$ cat src/rtl/llc_mem_port_pkg.sv
// Shared types and constants for the LLC memory-side port.
package llc_mem_port_pkg;

  localparam int unsigned ADDR_SIZE   = 32;
  localparam int unsigned CACHE_LINE  = 64;
  localparam int unsigned BEAT_BYTES  = 8;
  localparam int unsigned BEATS       = CACHE_LINE / BEAT_BYTES;
  localparam int unsigned BYTE_SELECT = $clog2(CACHE_LINE);
  localparam int unsigned BEAT_W      = $clog2(BEATS);

  localparam logic DATA_READ  = 1'b0;
  localparam logic DATA_WRITE = 1'b1;

  typedef logic [CACHE_LINE*8-1:0] line_t;
  typedef logic [BEAT_BYTES*8-1:0] beat_t;
  typedef logic [ADDR_SIZE-1:0]    addr_t;
  typedef beat_t [BEATS-1:0]       line_beats_t;

  typedef enum logic [2:0] {
    IDLE,
    CMD,
    WDATA,
    RDATA,
    RESP
  } mem_state_t;

  function automatic addr_t line_align(input addr_t a);
    addr_t mask;
    mask = '1;
    mask[BYTE_SELECT-1:0] = '0;
    return a & mask;
  endfunction

endpackage

$ cat src/rtl/llc_mem_port_if.sv
// LLC request/response bus and beat-serial memory bus.
interface llc_req_if;
  import llc_mem_port_pkg::*;

  logic  req_valid;
  logic  req_ready;
  logic  req_op;
  addr_t req_addr;
  line_t req_wline;
  logic  rsp_valid;
  logic  rsp_op;
  line_t rsp_rline;

  modport master (
    output req_valid, req_op, req_addr, req_wline,
    input  req_ready, rsp_valid, rsp_op, rsp_rline
  );

  modport slave (
    input  req_valid, req_op, req_addr, req_wline,
    output req_ready, rsp_valid, rsp_op, rsp_rline
  );
endinterface

interface mem_bus_if;
  import llc_mem_port_pkg::*;

  logic  mem_cmd_valid;
  logic  mem_cmd_ready;
  logic  mem_cmd_write;
  addr_t mem_cmd_addr;
  logic  mem_wvalid;
  logic  mem_wready;
  beat_t mem_wdata;
  logic  mem_rvalid;
  beat_t mem_rdata;

  modport master (
    output mem_cmd_valid, mem_cmd_write, mem_cmd_addr, mem_wvalid, mem_wdata,
    input  mem_cmd_ready, mem_wready, mem_rvalid, mem_rdata
  );

  modport slave (
    input  mem_cmd_valid, mem_cmd_write, mem_cmd_addr, mem_wvalid, mem_wdata,
    output mem_cmd_ready, mem_wready, mem_rvalid, mem_rdata
  );
endinterface

$ cat src/rtl/llc_mem_port.sv
// Memory-side port of the LLC: runs one line fill or writeback at a time
// over a beat-serial memory bus and returns a single response pulse.
module llc_mem_port
  import llc_mem_port_pkg::*;
(
  input  logic       clk,
  input  logic       rst_n,
  llc_req_if.slave   llc,
  mem_bus_if.master  mem,
  output logic [7:0] stray_beats
);

  mem_state_t        state, state_nxt;
  logic              op_q;
  addr_t             addr_q;
  line_beats_t       wline_q;
  line_beats_t       rline_q;
  logic [BEAT_W-1:0] beat_q;
  logic              last_beat;
  logic              accept;

  assign last_beat = (beat_q == BEAT_W'(BEATS - 1));
  assign accept    = (state == IDLE) && llc.req_valid;

  always_ff @(posedge clk or negedge rst_n) begin
    if (!rst_n) state <= IDLE;
    else        state <= state_nxt;
  end

  always_comb begin
    state_nxt = state;
    unique case (state)
      IDLE:    if (llc.req_valid) state_nxt = CMD;
      CMD:     if (mem.mem_cmd_ready)
                 state_nxt = (op_q == DATA_WRITE) ? WDATA : RDATA;
      WDATA:   if (mem.mem_wready && last_beat) state_nxt = RESP;
      RDATA:   if (mem.mem_rvalid && last_beat) state_nxt = RESP;
      RESP:    state_nxt = IDLE;
      default: state_nxt = IDLE;
    endcase
  end

  // req_ready is gated by rst_n so it reads 0 while reset is held, not just after.
  assign llc.req_ready = rst_n && (state == IDLE);
  assign llc.rsp_valid = (state == RESP);
  assign llc.rsp_op    = op_q;
  assign llc.rsp_rline = rline_q;

  assign mem.mem_cmd_valid = (state == CMD);
  assign mem.mem_cmd_write = op_q;
  assign mem.mem_cmd_addr  = addr_q;
  assign mem.mem_wvalid    = (state == WDATA);
  assign mem.mem_wdata     = wline_q[beat_q];

  always_ff @(posedge clk or negedge rst_n) begin
    if (!rst_n) begin
      op_q    <= DATA_READ;
      addr_q  <= '0;
      wline_q <= '0;
    end else if (accept) begin
      op_q   <= llc.req_op;
      addr_q <= line_align(llc.req_addr);
      if (llc.req_op == DATA_WRITE) wline_q <= llc.req_wline;
    end
  end

  // rline_q is only written by fills, so a writeback leaves the last fill intact.
  always_ff @(posedge clk or negedge rst_n) begin
    if (!rst_n) begin
      beat_q  <= '0;
      rline_q <= '0;
    end else begin
      unique case (state)
        CMD:     if (mem.mem_cmd_ready) beat_q <= '0;
        WDATA:   if (mem.mem_wready) beat_q <= beat_q + 1'b1;
        RDATA:   if (mem.mem_rvalid) begin
                   rline_q[beat_q] <= mem.mem_rdata;
                   beat_q          <= beat_q + 1'b1;
                 end
        default: ;
      endcase
    end
  end

  always_ff @(posedge clk or negedge rst_n) begin
    if (!rst_n)
      stray_beats <= '0;
    else if (mem.mem_rvalid && (state != RDATA) && (stray_beats != 8'hFF))
      stray_beats <= stray_beats + 8'd1;
  end

endmodule

$ cat src/flat_wrapper.sv
// flat-port wrapper written by rule: the top's interface ports become plain ports
module llc_mem_port_flat import llc_mem_port_pkg::*;
  (clk, rst_n, stray_beats, llc_req_valid, llc_req_op, llc_req_addr, llc_req_wline, llc_req_ready, llc_rsp_valid, llc_rsp_op, llc_rsp_rline, mem_mem_cmd_valid, mem_mem_cmd_write, mem_mem_cmd_addr, mem_mem_wvalid, mem_mem_wdata, mem_mem_cmd_ready, mem_mem_wready, mem_mem_rvalid, mem_mem_rdata);
  llc_req_if llc_i ();
  mem_bus_if mem_i ();
  input  logic clk;
  input  logic rst_n;
  output logic [7:0] stray_beats;
  input wire logic [$bits(llc_i.req_valid)-1:0] llc_req_valid;
  input wire logic [$bits(llc_i.req_op)-1:0] llc_req_op;
  input wire logic [$bits(llc_i.req_addr)-1:0] llc_req_addr;
  input wire logic [$bits(llc_i.req_wline)-1:0] llc_req_wline;
  output wire logic [$bits(llc_i.req_ready)-1:0] llc_req_ready;
  output wire logic [$bits(llc_i.rsp_valid)-1:0] llc_rsp_valid;
  output wire logic [$bits(llc_i.rsp_op)-1:0] llc_rsp_op;
  output wire logic [$bits(llc_i.rsp_rline)-1:0] llc_rsp_rline;
  output wire logic [$bits(mem_i.mem_cmd_valid)-1:0] mem_mem_cmd_valid;
  output wire logic [$bits(mem_i.mem_cmd_write)-1:0] mem_mem_cmd_write;
  output wire logic [$bits(mem_i.mem_cmd_addr)-1:0] mem_mem_cmd_addr;
  output wire logic [$bits(mem_i.mem_wvalid)-1:0] mem_mem_wvalid;
  output wire logic [$bits(mem_i.mem_wdata)-1:0] mem_mem_wdata;
  input wire logic [$bits(mem_i.mem_cmd_ready)-1:0] mem_mem_cmd_ready;
  input wire logic [$bits(mem_i.mem_wready)-1:0] mem_mem_wready;
  input wire logic [$bits(mem_i.mem_rvalid)-1:0] mem_mem_rvalid;
  input wire logic [$bits(mem_i.mem_rdata)-1:0] mem_mem_rdata;
  assign llc_i.req_valid = llc_req_valid;
  assign llc_i.req_op = llc_req_op;
  assign llc_i.req_addr = llc_req_addr;
  assign llc_i.req_wline = llc_req_wline;
  assign llc_req_ready = llc_i.req_ready;
  assign llc_rsp_valid = llc_i.rsp_valid;
  assign llc_rsp_op = llc_i.rsp_op;
  assign llc_rsp_rline = llc_i.rsp_rline;
  assign mem_mem_cmd_valid = mem_i.mem_cmd_valid;
  assign mem_mem_cmd_write = mem_i.mem_cmd_write;
  assign mem_mem_cmd_addr = mem_i.mem_cmd_addr;
  assign mem_mem_wvalid = mem_i.mem_wvalid;
  assign mem_mem_wdata = mem_i.mem_wdata;
  assign mem_i.mem_cmd_ready = mem_mem_cmd_ready;
  assign mem_i.mem_wready = mem_mem_wready;
  assign mem_i.mem_rvalid = mem_mem_rvalid;
  assign mem_i.mem_rdata = mem_mem_rdata;
  llc_mem_port u_core (.clk(clk), .rst_n(rst_n), .llc(llc_i), .mem(mem_i), .stray_beats(stray_beats));
endmodule
$ cat config.mk
export PLATFORM = sky130hd
export DESIGN_NAME = llc_mem_port_flat
export DESIGN_NICKNAME = d
export VERILOG_FILES = /design/src/rtl/llc_mem_port_pkg.sv /design/src/rtl/llc_mem_port_if.sv /design/src/rtl/llc_mem_port.sv /design/src/flat_wrapper.sv
export SDC_FILE = /design/constraint.sdc
export NUM_CORES = 1
export LEC_CHECK = 0
export BUFFER_PORTS_ARGS = -buffer_cell sky130_fd_sc_hd__buf_2
export CAP_MARGIN = 10
export CORE_AREA = 2 2 485 487
export CTS_CLUSTER_DIAMETER = 120
export DETAILED_ROUTE_END_ITERATION = 10
export DIE_AREA = 0 0 487 489
export GPL_ROUTABILITY_DRIVEN = 0
export PLACE_DENSITY = 0.47
export REMOVE_ABC_BUFFERS = 1
export SETUP_SLACK_MARGIN = 0.5
export SLEW_MARGIN = 20
export SYNTH_ARGS = -nofsm -noshare
export SYNTH_HDL_FRONTEND = slang
export SYNTH_SLANG_ARGS = --single-unit
export TNS_END_PERCENT = 30
$ cat constraint.sdc
create_clock -name clk -period 3.33 [get_ports clk]
set_input_delay 0.4995 -clock clk [delete_from_list [all_inputs] [get_ports clk]]
set_output_delay 0.4995 -clock clk [all_outputs]
set_load 0.01 [all_outputs]
# == After elaboration in Yosys (flattened, before gate mapping) ==
# Index checks and enable logic that the tools add are counted.
# word_totals
reg_bits,1065
input_bits,615
out_inout_bits,622
word_cells,66
# classes
n_addsub,2
n_lt_le_gt_ge,2
n_eq_ne,13
mux,15
n_reduce_logical,13
# op_table
operator,n
512-bit bitwise mux,1
64-bit binary-select mux with 3-bit select,1
64-bit demux with 3-bit select,1
64-bit 2-to-1 mux,2
3-bit 2-to-1 mux,7
3-bit case mux with 4 select lines,1
3-bit case mux with 3 select lines,1
8-bit by 1-bit adder with 8-bit output (second input constant),1
2-bit by 1-bit != test with 1-bit output (second input constant),4
8-bit != test (second input constant),1
4-bit AND reduction,2
1-bit logical AND,7
3-bit by 2-bit == test with 1-bit output (second input constant),2
3-bit == test (second input constant),2
3-bit by 4-bit < comparator with 1-bit output (second input constant),1
2-bit != test (second input constant),2
2-bit AND reduction,2
3-bit by 1-bit adder with 3-bit output (second input constant),1
3-bit by 1-bit == test with 1-bit output (second input constant),1
3-bit by 1-bit >= comparator with 1-bit output (second input constant),1
3-bit zero test,1
3-bit by 2-bit != test with 1-bit output (second input constant),1
3-bit nonzero test,1
1-bit 2-to-1 mux,1

# == Depth between registers and ports, before layout ==
# Gate-level depths: netlist of run 1.
# logic_depth
word_depth,5
depth_mapped,8
ltp_nobuf,6

# == Least setup slack after synthesis of run 1 ==
# Ideal clock, no wire load.
# synth_path
path_type,register -> output
start,register u_core.beat_q[1]
end,output mem_mem_wdata[14]
arrival_time_ns,2.034
t_required_ns,2.830
path_slack_ns,0.796
stages_incl_launch_ff,5
n_path_buf,2
cell_sequence,dfrtp_1 clkbuf_1 buf_1 mux4_2 mux2_2
# synth_via
elab_chain_cells,2
# synth_lines
item,line_no,source
from (decl),llc_mem_port.sv:18,logic [BEAT_W-1:0] beat_q;
from (signal assigned),llc_mem_port.sv:75,WDATA: if (mem.mem_wready) beat_q <= beat_q + 1'b1;
from (signal assigned),llc_mem_port.sv:78,beat_q <= beat_q + 1'b1;
64-bit binary-select mux with 3-bit select,llc_mem_port.sv:53,assign mem.mem_wdata = wline_q[beat_q];
64-bit 2-to-1 mux (not written as such),llc_mem_port.sv:53,
to (decl),flat_wrapper.sv:21,output wire logic [$bits(mem_i.mem_wdata)-1:0] mem_mem_wdata;
# Every way passes these cells. The select of a mux whose other input is x is not followed.

# == Worst setup path after layout of run 1 ==
# layout_path
start,register u_core.beat_q[1]
end,output mem_mem_wdata[45]
# The elaborated chain is that of the path after synthesis.

==> impl_metrics.xml, run 1 <==
<?xml version="1.0" encoding="UTF-8"?>
<metrics>
  <group name="timing">
    <metric name="upper_clock_frequency_limit" unit="MHz">310</metric>
    <metric name="timing_hold_violations_final" unit="">0</metric>
    <metric name="final.setup.tns" unit="ps">0</metric>
    <metric name="timing.clock.skew" unit="ps">72.3</metric>
    <metric name="period_share" unit="%">96.9</metric>
    <metric name="max_slew_margin" unit="%">41.8</metric>
    <metric name="worst-slew-pin-transition" unit="ps">873</metric>
    <metric name="fin_crit" unit="ps">3230</metric>
    <metric name="finalSetupViolCount" unit="">0</metric>
    <metric name="grt_setup_unrepaired" unit="">true</metric>
    <metric name="hold-worst-slack" unit="ps">82.1</metric>
    <metric name="timing_max_transition_violations_final" unit="">0</metric>
  </group>
  <group name="yosys">
    <metric name="count_of_flip_flops_with_a_built_in_enable_after_synthesis" unit="">0</metric>
    <metric name="postSynth.topFlopCell" unit="">dfrtp_1</metric>
    <metric name="synth_area_leader" unit="">dfrtp_1</metric>
    <metric name="area_share_of_the_leading_cell_type_in_the_synthesized_netlist" unit="%">61.4</metric>
    <metric name="cell_area_after_technology_mapping" unit="sq mm">0.0434</metric>
    <metric name="synth_seq_area_share" unit="%">61.4</metric>
    <metric name="ys_warn_count" unit="">0</metric>
    <metric name="syn_inst" unit="">2709</metric>
    <metric name="yosys_register_bits" unit="">1065</metric>
    <metric name="yosys.cell_types.count" unit="">46</metric>
    <metric name="ys_async_sr_fraction" unit="%">100</metric>
    <metric name="avgSynthCellArea" unit="sq um">16.0</metric>
    <metric name="synthTopCellsByArea" unit="">dfrtp_1, mux2_2, mux4_2, nand2_1, a221oi_1</metric>
  </group>
  <group name="setup_path">
    <metric name="end_kind" unit="">primary output</metric>
    <metric name="slowest_stage" unit="">dfrtp_4</metric>
    <metric name="cp_data_arrival_time" unit="ps">2730</metric>
    <metric name="rrSetupSlack" unit="ps">670</metric>
    <metric name="critical-path-max-stage-delay" unit="ps">490</metric>
    <metric name="crit_required" unit="ps">2830</metric>
    <metric name="timing.critical_path.cells" unit="">buf_12, buf_16, buf_12, buf_16, mux4_2, mux2_4, buf_6</metric>
    <metric name="regToRegStartpoint" unit="">u_core.state[0]$_DFFE_PN0P_</metric>
    <metric name="cp-start-kind" unit="">flop</metric>
    <metric name="crit-reg2reg-capture" unit="">u_core.llc.rsp_rline[182]$_DFFE_PN0P_</metric>
    <metric name="timing.reg2reg.worst_path_depth" unit="">6</metric>
    <metric name="biggest_fanout_along_the_worst_timing_path" unit="">8</metric>
    <metric name="setup.worst_path.end" unit="">mem_mem_wdata[45]</metric>
    <metric name="crit_path_from" unit="">u_core.beat_q[1]$_DFFE_PN0P_</metric>
    <metric name="critPathKind" unit="">flop to primary output</metric>
  </group>
  <group name="outcome">
    <metric name="status" unit="">completed</metric>
  </group>
  <group name="clock_tree">
    <metric name="clock_insertion_delay_worst_skew" unit="ps">800</metric>
    <metric name="h-tree-depth" unit="">4</metric>
    <metric name="cts_buffer_depth" unit="">3</metric>
    <metric name="clkSinkCount" unit="">1065</metric>
    <metric name="ctsRootBufferMaster" unit="">clkbuf_16</metric>
    <metric name="clkSlewWorstSetupHoldPaths" unit="ps">60</metric>
    <metric name="clock_tree_from_tritoncts" unit="">built</metric>
    <metric name="number_of_clock_buffers_inserted_by_tritoncts" unit="">132</metric>
  </group>
  <group name="place">
    <metric name="io_buffer_count" unit="">1224</metric>
    <metric name="post-place-cells" unit="">6951</metric>
    <metric name="dp_hpwl" unit="um">143000</metric>
  </group>
  <group name="global_routing">
    <metric name="grt_antenna_before_repair" unit="">91</metric>
    <metric name="grt_most_used_layer" unit="">met2</metric>
    <metric name="global_route_wire_length_before_repair" unit="um">263000</metric>
    <metric name="groute.layer.met2.usage" unit="%">25.2</metric>
    <metric name="grt_pass1_vias" unit="">33702</metric>
    <metric name="grt.overflow.total" unit="">0</metric>
    <metric name="use_met3" unit="%">5.34</metric>
    <metric name="grt_max_degree" unit="">132</metric>
    <metric name="grt.met1_usage" unit="%">18.9</metric>
    <metric name="grt_util_all_layers" unit="%">15.6</metric>
  </group>
  <group name="cells_and_area">
    <metric name="nNetsFinal" unit="">5249</metric>
    <metric name="layout-area-overhead-vs-synth" unit="%">52.0</metric>
    <metric name="layout-drive-gt1-share" unit="%">61.0</metric>
    <metric name="layout.cells.most_common_list" unit="">buf_2, mux2_2, dfrtp_1</metric>
    <metric name="area.sequential" unit="sq mm">0.0267</metric>
    <metric name="fillers" unit="">24031</metric>
    <metric name="finalNonFillerCells" unit="">7848</metric>
    <metric name="most_common_cell_after_layout_fill_and_taps_aside" unit="">buf_2</metric>
    <metric name="area_of_combinational_cells_with_multiple_inputs" unit="sq mm">0.0166</metric>
  </group>
  <group name="floorplan">
    <metric name="coreArea" unit="sq mm">0.234</metric>
    <metric name="top_level_ports" unit="">1237</metric>
    <metric name="chipHeight" unit="um">489</metric>
    <metric name="chipWidth" unit="um">487</metric>
    <metric name="design.die.area" unit="sq mm">0.238</metric>
    <metric name="placementRows" unit="">178</metric>
    <metric name="effective_utilization_at_floorplan" unit="%">18.6</metric>
  </group>
  <group name="worst_hold_path">
    <metric name="hp-class" unit="">input port to flop</metric>
  </group>
  <group name="power_and_ir_drop">
    <metric name="power.leakage" unit="nW">30.7</metric>
    <metric name="p_total" unit="mW">64.5</metric>
    <metric name="ratio_of_total_power_to_cell_area" unit="mW/mm^2">977</metric>
    <metric name="max_ir_drop_vdd" unit="mV">0.678</metric>
  </group>
  <group name="route">
    <metric name="postRouteAntennaNets" unit="">0</metric>
    <metric name="via_count" unit="">31896</metric>
    <metric name="detailedRoute.firstPassIterationCount" unit="">6</metric>
    <metric name="number_of_remaining_drc_errors" unit="">0</metric>
    <metric name="routedWlPerCell" unit="um">24.6</metric>
    <metric name="drtIter0Drc" unit="">1522</metric>
    <metric name="drt-vias-per-instance" unit="">4.06</metric>
    <metric name="finalWirelength" unit="um">193000</metric>
  </group>
  <group name="job">
    <metric name="maxCapViolCount" unit="">0</metric>
  </group>
</metrics>
[synth_stat cells, types with 11 or more instances]
| cell type | count |
|---|---|
| o221ai_1 | 16 |
| mux2i_1 | 20 |
| buf_1 | 15 |
| buf_2 | 69 |
| mux4_2 | 72 |
| a221oi_1 | 40 |
| mux2_2 | 1083 |
| nor2_1 | 15 |
| dfrtp_1 | 1065 |
| nand2_1 | 112 |
| a22oi_1 | 20 |
| clkbuf_1 | 51 |
| o21ai_0 | 11 |
| buf_6 | 24 |
[registers in the layout, summed over array words and instances (netlist names)]
register	cells
u_core.llc.rsp_op	1
u_core.llc.rsp_rline	512
u_core.state	3
u_core.wline_q	512
u_core.mem.mem_cmd_addr	26
u_core.stray_beats	8
u_core.beat_q	3
[per-layer routing]
layer | vias up | part of all wire [%]
met1 | 16468 | 40
met3 | 313 | 8.4
met4 | 16 | 3.9
met2 | 1277 | 47
li1 | 13822 | -
met5 | - | 0.057
[metrics by stage]
stage	area, sq um	util, %	setup slack (ps)
detailed placement	53900	23.1	287
global route	66000	28.2	-24.7
global placement	53900	23.1	-115
finish	66000	28.3	103
CTS	65300	28.0	-15.6
floorplan	42500	-	-9970
[how the worst min path moves through the flow]
stage	from	endpoint	slack (ps)	cells past startpoint
floorplan	rst_n	u_core.beat_q[0]$_DFFE_PN0P_	200	0
global placement	rst_n	u_core.llc.rsp_rline[314]$_DFFE_PN0P_	450	1
detailed placement	rst_n	u_core.llc.rsp_rline[314]$_DFFE_PN0P_	450	1
CTS	mem_mem_rdata[38]	u_core.llc.rsp_rline[422]$_DFFE_PN0P_	2	2
global route	llc_req_wline[311]	u_core.wline_q[311]$_DFFE_PN0P_	9	2
finish	llc_req_wline[283]	u_core.wline_q[283]$_DFFE_PN0P_	80	2
[timing repair]
action / CTS / global route
hold buffers: 535 / 0
endpoints found under the hold margin: 579 / 0
setup endpoints to repair: 64 / 64
gates resized for setup: 190 / 87
buffers inserted: 47 / 16
gates cloned: 8 / 0
pin swaps: 39 / 33
[worst max-delay path: cells and delay by family, from the launching register on]
family | cells | cell delay (ps)
multiplexers | 2 | 730
buffers and inverters | 5 | 700
flip-flops | 1 | 490
[logic make-up after synthesis]
family                     after synthesis  synth area share, %
DFF                                   1065                 61.4
muxes                                 1183                 32.5
xor gates and xnor gates                 4               0.0807
adders and majority gates                3               0.0865
buffers and inverters                  171                 2.15
other                                    1              0.00864
and+or+nand+nor                        163                 1.66
AOI/OAI and AO/OA                      119                 2.14
[power by group]
part           switching (mW)  internal (mW)  total [mW]  leakage, nW
registers                3.64           19.2        22.8         13.3
logic                    13.0           13.5        26.5         15.2
clock network            6.27           8.85        15.1         2.25
[layout make-up]
type	count	share of cell area, %
diodes	54	0.205
clock inverters	52	1.28
clock buffers	185	5.72
multi-input cells	1478	25.2
flip-flops and latches	1065	40.4
repair buffers	1949	21.4
well taps	3060	5.80
inverters	5	0.0379
No activity file was read; power rests on OpenSTA's default activity.
==> run 2, diff against run 1 <==
--- a/config.mk
+++ b/config.mk
@@ -7,10 +7,10 @@
 export LEC_CHECK = 0
 export BUFFER_PORTS_ARGS = -buffer_cell sky130_fd_sc_hd__buf_2
 export CAP_MARGIN = 10
-export CORE_AREA = 2 2 485 487
+export CORE_AREA = 2 2 484 486
 export CTS_CLUSTER_DIAMETER = 120
 export DETAILED_ROUTE_END_ITERATION = 10
-export DIE_AREA = 0 0 487 489
+export DIE_AREA = 0 0 486 488
 export GPL_ROUTABILITY_DRIVEN = 0
 export PLACE_DENSITY = 0.47
 export REMOVE_ABC_BUFFERS = 1
==> run 2 against run 1 <==
Net effect: via count is essentially flat; final cell count decreased by 0.23%; non-clock buffer count grew 18; sequential share of layout area decreased by 0.57 points; largest power group unchanged; critical path depth stayed put; design area grew 1.4%; global-route usage rose by 0.22 points; hold slack got worse by 13 ps; register-to-register slack worse by 190 ps; critical path type unchanged; sequential cell count unchanged.
==> impl_metrics.xml, run 2 (synthesis gave the netlist of run 1 again) <==
<?xml version="1.0" encoding="UTF-8"?>
<metrics>
  <group name="outcome">
    <metric name="status" unit="">completed</metric>
  </group>
  <group name="floorplan">
    <metric name="top_level_ports" unit="">1237</metric>
    <metric name="placementRows" unit="">177</metric>
    <metric name="effective_utilization_at_floorplan" unit="%">18.7</metric>
    <metric name="chipWidth" unit="um">486</metric>
    <metric name="coreArea" unit="sq mm">0.232</metric>
    <metric name="design.die.area" unit="sq mm">0.237</metric>
    <metric name="chipHeight" unit="um">488</metric>
  </group>
  <group name="global_routing">
    <metric name="grt.overflow.total" unit="">0</metric>
    <metric name="global_route_wire_length_before_repair" unit="um">266000</metric>
    <metric name="grt_pass1_vias" unit="">33734</metric>
    <metric name="grt_util_all_layers" unit="%">15.9</metric>
    <metric name="grt_max_degree" unit="">153</metric>
    <metric name="grt_antenna_before_repair" unit="">63</metric>
  </group>
  <group name="setup_path">
    <metric name="biggest_fanout_along_the_worst_timing_path" unit="">4</metric>
    <metric name="regToRegStartpoint" unit="">u_core.beat_q[1]$_DFFE_PN0P_</metric>
    <metric name="crit_required" unit="ps">2830</metric>
    <metric name="end_kind" unit="">primary output</metric>
    <metric name="cp_data_arrival_time" unit="ps">2820</metric>
    <metric name="cp-start-kind" unit="">flop</metric>
    <metric name="timing.reg2reg.worst_path_depth" unit="">8</metric>
    <metric name="critPathKind" unit="">flop to primary output</metric>
    <metric name="crit_path_from" unit="">u_core.beat_q[2]$_DFFE_PN0P_</metric>
  </group>
  <group name="clock_tree">
    <metric name="clkSlewWorstSetupHoldPaths" unit="ps">50</metric>
    <metric name="h-tree-depth" unit="">4</metric>
    <metric name="ctsRootBufferMaster" unit="">clkbuf_16</metric>
    <metric name="clkSinkCount" unit="">1065</metric>
    <metric name="clock_insertion_delay_worst_skew" unit="ps">770</metric>
    <metric name="cts_buffer_depth" unit="">3</metric>
    <metric name="clock_tree_from_tritoncts" unit="">built</metric>
    <metric name="number_of_clock_buffers_inserted_by_tritoncts" unit="">131</metric>
  </group>
  <group name="timing">
    <metric name="upper_clock_frequency_limit" unit="MHz">301</metric>
    <metric name="timing_max_transition_violations_final" unit="">0</metric>
    <metric name="hold-worst-slack" unit="ps">69.0</metric>
    <metric name="finalSetupViolCount" unit="">0</metric>
    <metric name="max_slew_margin" unit="%">28.9</metric>
    <metric name="grt_setup_unrepaired" unit="">true</metric>
    <metric name="timing.clock.skew" unit="ps">53.4</metric>
    <metric name="period_share" unit="%">99.7</metric>
    <metric name="timing_hold_violations_final" unit="">0</metric>
    <metric name="worst-slew-pin-transition" unit="ps">1070</metric>
    <metric name="fin_crit" unit="ps">3320</metric>
  </group>
  <group name="place">
    <metric name="io_buffer_count" unit="">1224</metric>
    <metric name="placed_cell_area" unit="sq mm">0.0540</metric>
    <metric name="dp_hpwl" unit="um">145000</metric>
  </group>
  <group name="power_and_ir_drop">
    <metric name="power.leakage" unit="nW">31.1</metric>
    <metric name="max_ir_drop_vdd" unit="mV">0.474</metric>
    <metric name="ratio_of_total_power_to_cell_area" unit="mW/mm^2">982</metric>
  </group>
  <group name="cells_and_area">
    <metric name="layout-area-overhead-vs-synth" unit="%">54.2</metric>
    <metric name="most_common_cell_after_layout_fill_and_taps_aside" unit="">buf_2</metric>
    <metric name="nNetsFinal" unit="">5266</metric>
    <metric name="finish.instance_area" unit="sq mm">0.0670</metric>
    <metric name="layout-drive-gt1-share" unit="%">61.9</metric>
    <metric name="layout.cells.most_common_list" unit="">buf_2, dfrtp_1, mux2_2</metric>
  </group>
  <group name="route">
    <metric name="number_of_remaining_drc_errors" unit="">0</metric>
    <metric name="finalWirelength" unit="um">196000</metric>
    <metric name="via_count" unit="">31894</metric>
    <metric name="drtIter0Drc" unit="">1422</metric>
    <metric name="drt-vias-per-instance" unit="">4.07</metric>
    <metric name="detailedRoute.firstPassIterationCount" unit="">5</metric>
    <metric name="routedWlPerCell" unit="um">25.0</metric>
    <metric name="postRouteAntennaNets" unit="">0</metric>
  </group>
  <group name="worst_hold_path">
    <metric name="holdPathStages" unit="">2</metric>
    <metric name="hp-class" unit="">input port to flop</metric>
    <metric name="worst_hold_startpoint" unit="">llc_req_wline[504]</metric>
  </group>
  <group name="job">
    <metric name="maxCapViolCount" unit="">0</metric>
  </group>
</metrics>
[run 2: cell types whose count changed in the layout (fill, tap and decap cells not counted), moves of 17 or more]
cell | before | now
buf_4 | 103 | 77
mux2_2 | 1070 | 1027
nand2_1 | 85 | 68
buf_6 | 56 | 77
buf_12 | 49 | 78
mux2_4 | 13 | 56
[run 2: final timing paths]
check | to | slack (ps)
worst max-delay path | mem_mem_wdata[3] | 10
worst min-delay path | u_core.wline_q[504]$_DFFE_PN0P_ | 70
worst max register to register | u_core.llc.rsp_rline[301]$_DFFE_PN0P_ | 480
worst min register to register | u_core.llc.rsp_rline[143]$_DFFE_PN0P_ | 480
max in group asynchronous | u_core.wline_q[69]$_DFFE_PN0P_ | 1670
min in group asynchronous | u_core.llc.rsp_rline[85]$_DFFE_PN0P_ | 260
[run 2: area by class of cell]
type,instances,area (sq um)
Sequential cell,1065,26700
Clock buffer,188,3740
Antenna cell,39,97.6
Clock inverter,45,668
Timing Repair Buffer,1967,14900
Multi-Input combinational cell,1478,17100
Fill cell,23673,165000
Tap cell,3043,3810
Inverter,5,48.8
[run 2: per-layer routing]
layer  routed length (um)  GRT usage [%]  share of wire (%)
met2                93700           26.2                 48
met5                  123              0              0.063
met4                 6680           5.43                3.4
met1                82700           19.8                 42
met3                12700           4.45                6.5
[run 2: per-stage QoR]
stage	setup slack (ps)	util (%)	std cells	power, mW	TNS (ps)
3_5_place_dp	222	23.3	6930	46.1	0
5_1_grt	-68.2	28.9	7812	69.2	-472
2_1_floorplan	-9970	-	2548	34.6	-6625930
4_1_cts	-85.4	28.4	7762	65.0	-335
3_3_place_gp	-260	23.3	6930	45.7	-23840
6_report	11.4	28.9	7830	65.7	0
[run 2: timing repair]
item | in CTS | in global routing
hold endpoints to repair | 584 | 0
setup endpoints to repair | 208 | 220
hold buffers | 528 | 0
resized for setup | 273 | 166
setup buffers | 63 | 26
cloned | 8 | 3
pin swaps | 54 | 66
[run 2: critical path: stages (launching register included)]
cell	delay, ps
dfrtp_4	500
buf_12	160
buf_12	120
and2_4	130
a22o_1	200
a222oi_1	510
o21ai_1	230
buf_6	200
[run 2: where the power goes]
| part | total [mW] | internal, mW | switching, mW |
|---|---|---|---|
| Clock | 14.6 | 8.30 | 6.27 |
| Sequential | 22.8 | 19.2 | 3.56 |
| Combinational | 28.4 | 14.7 | 13.7 |
| Total | 65.7 | 42.2 | 23.5 |
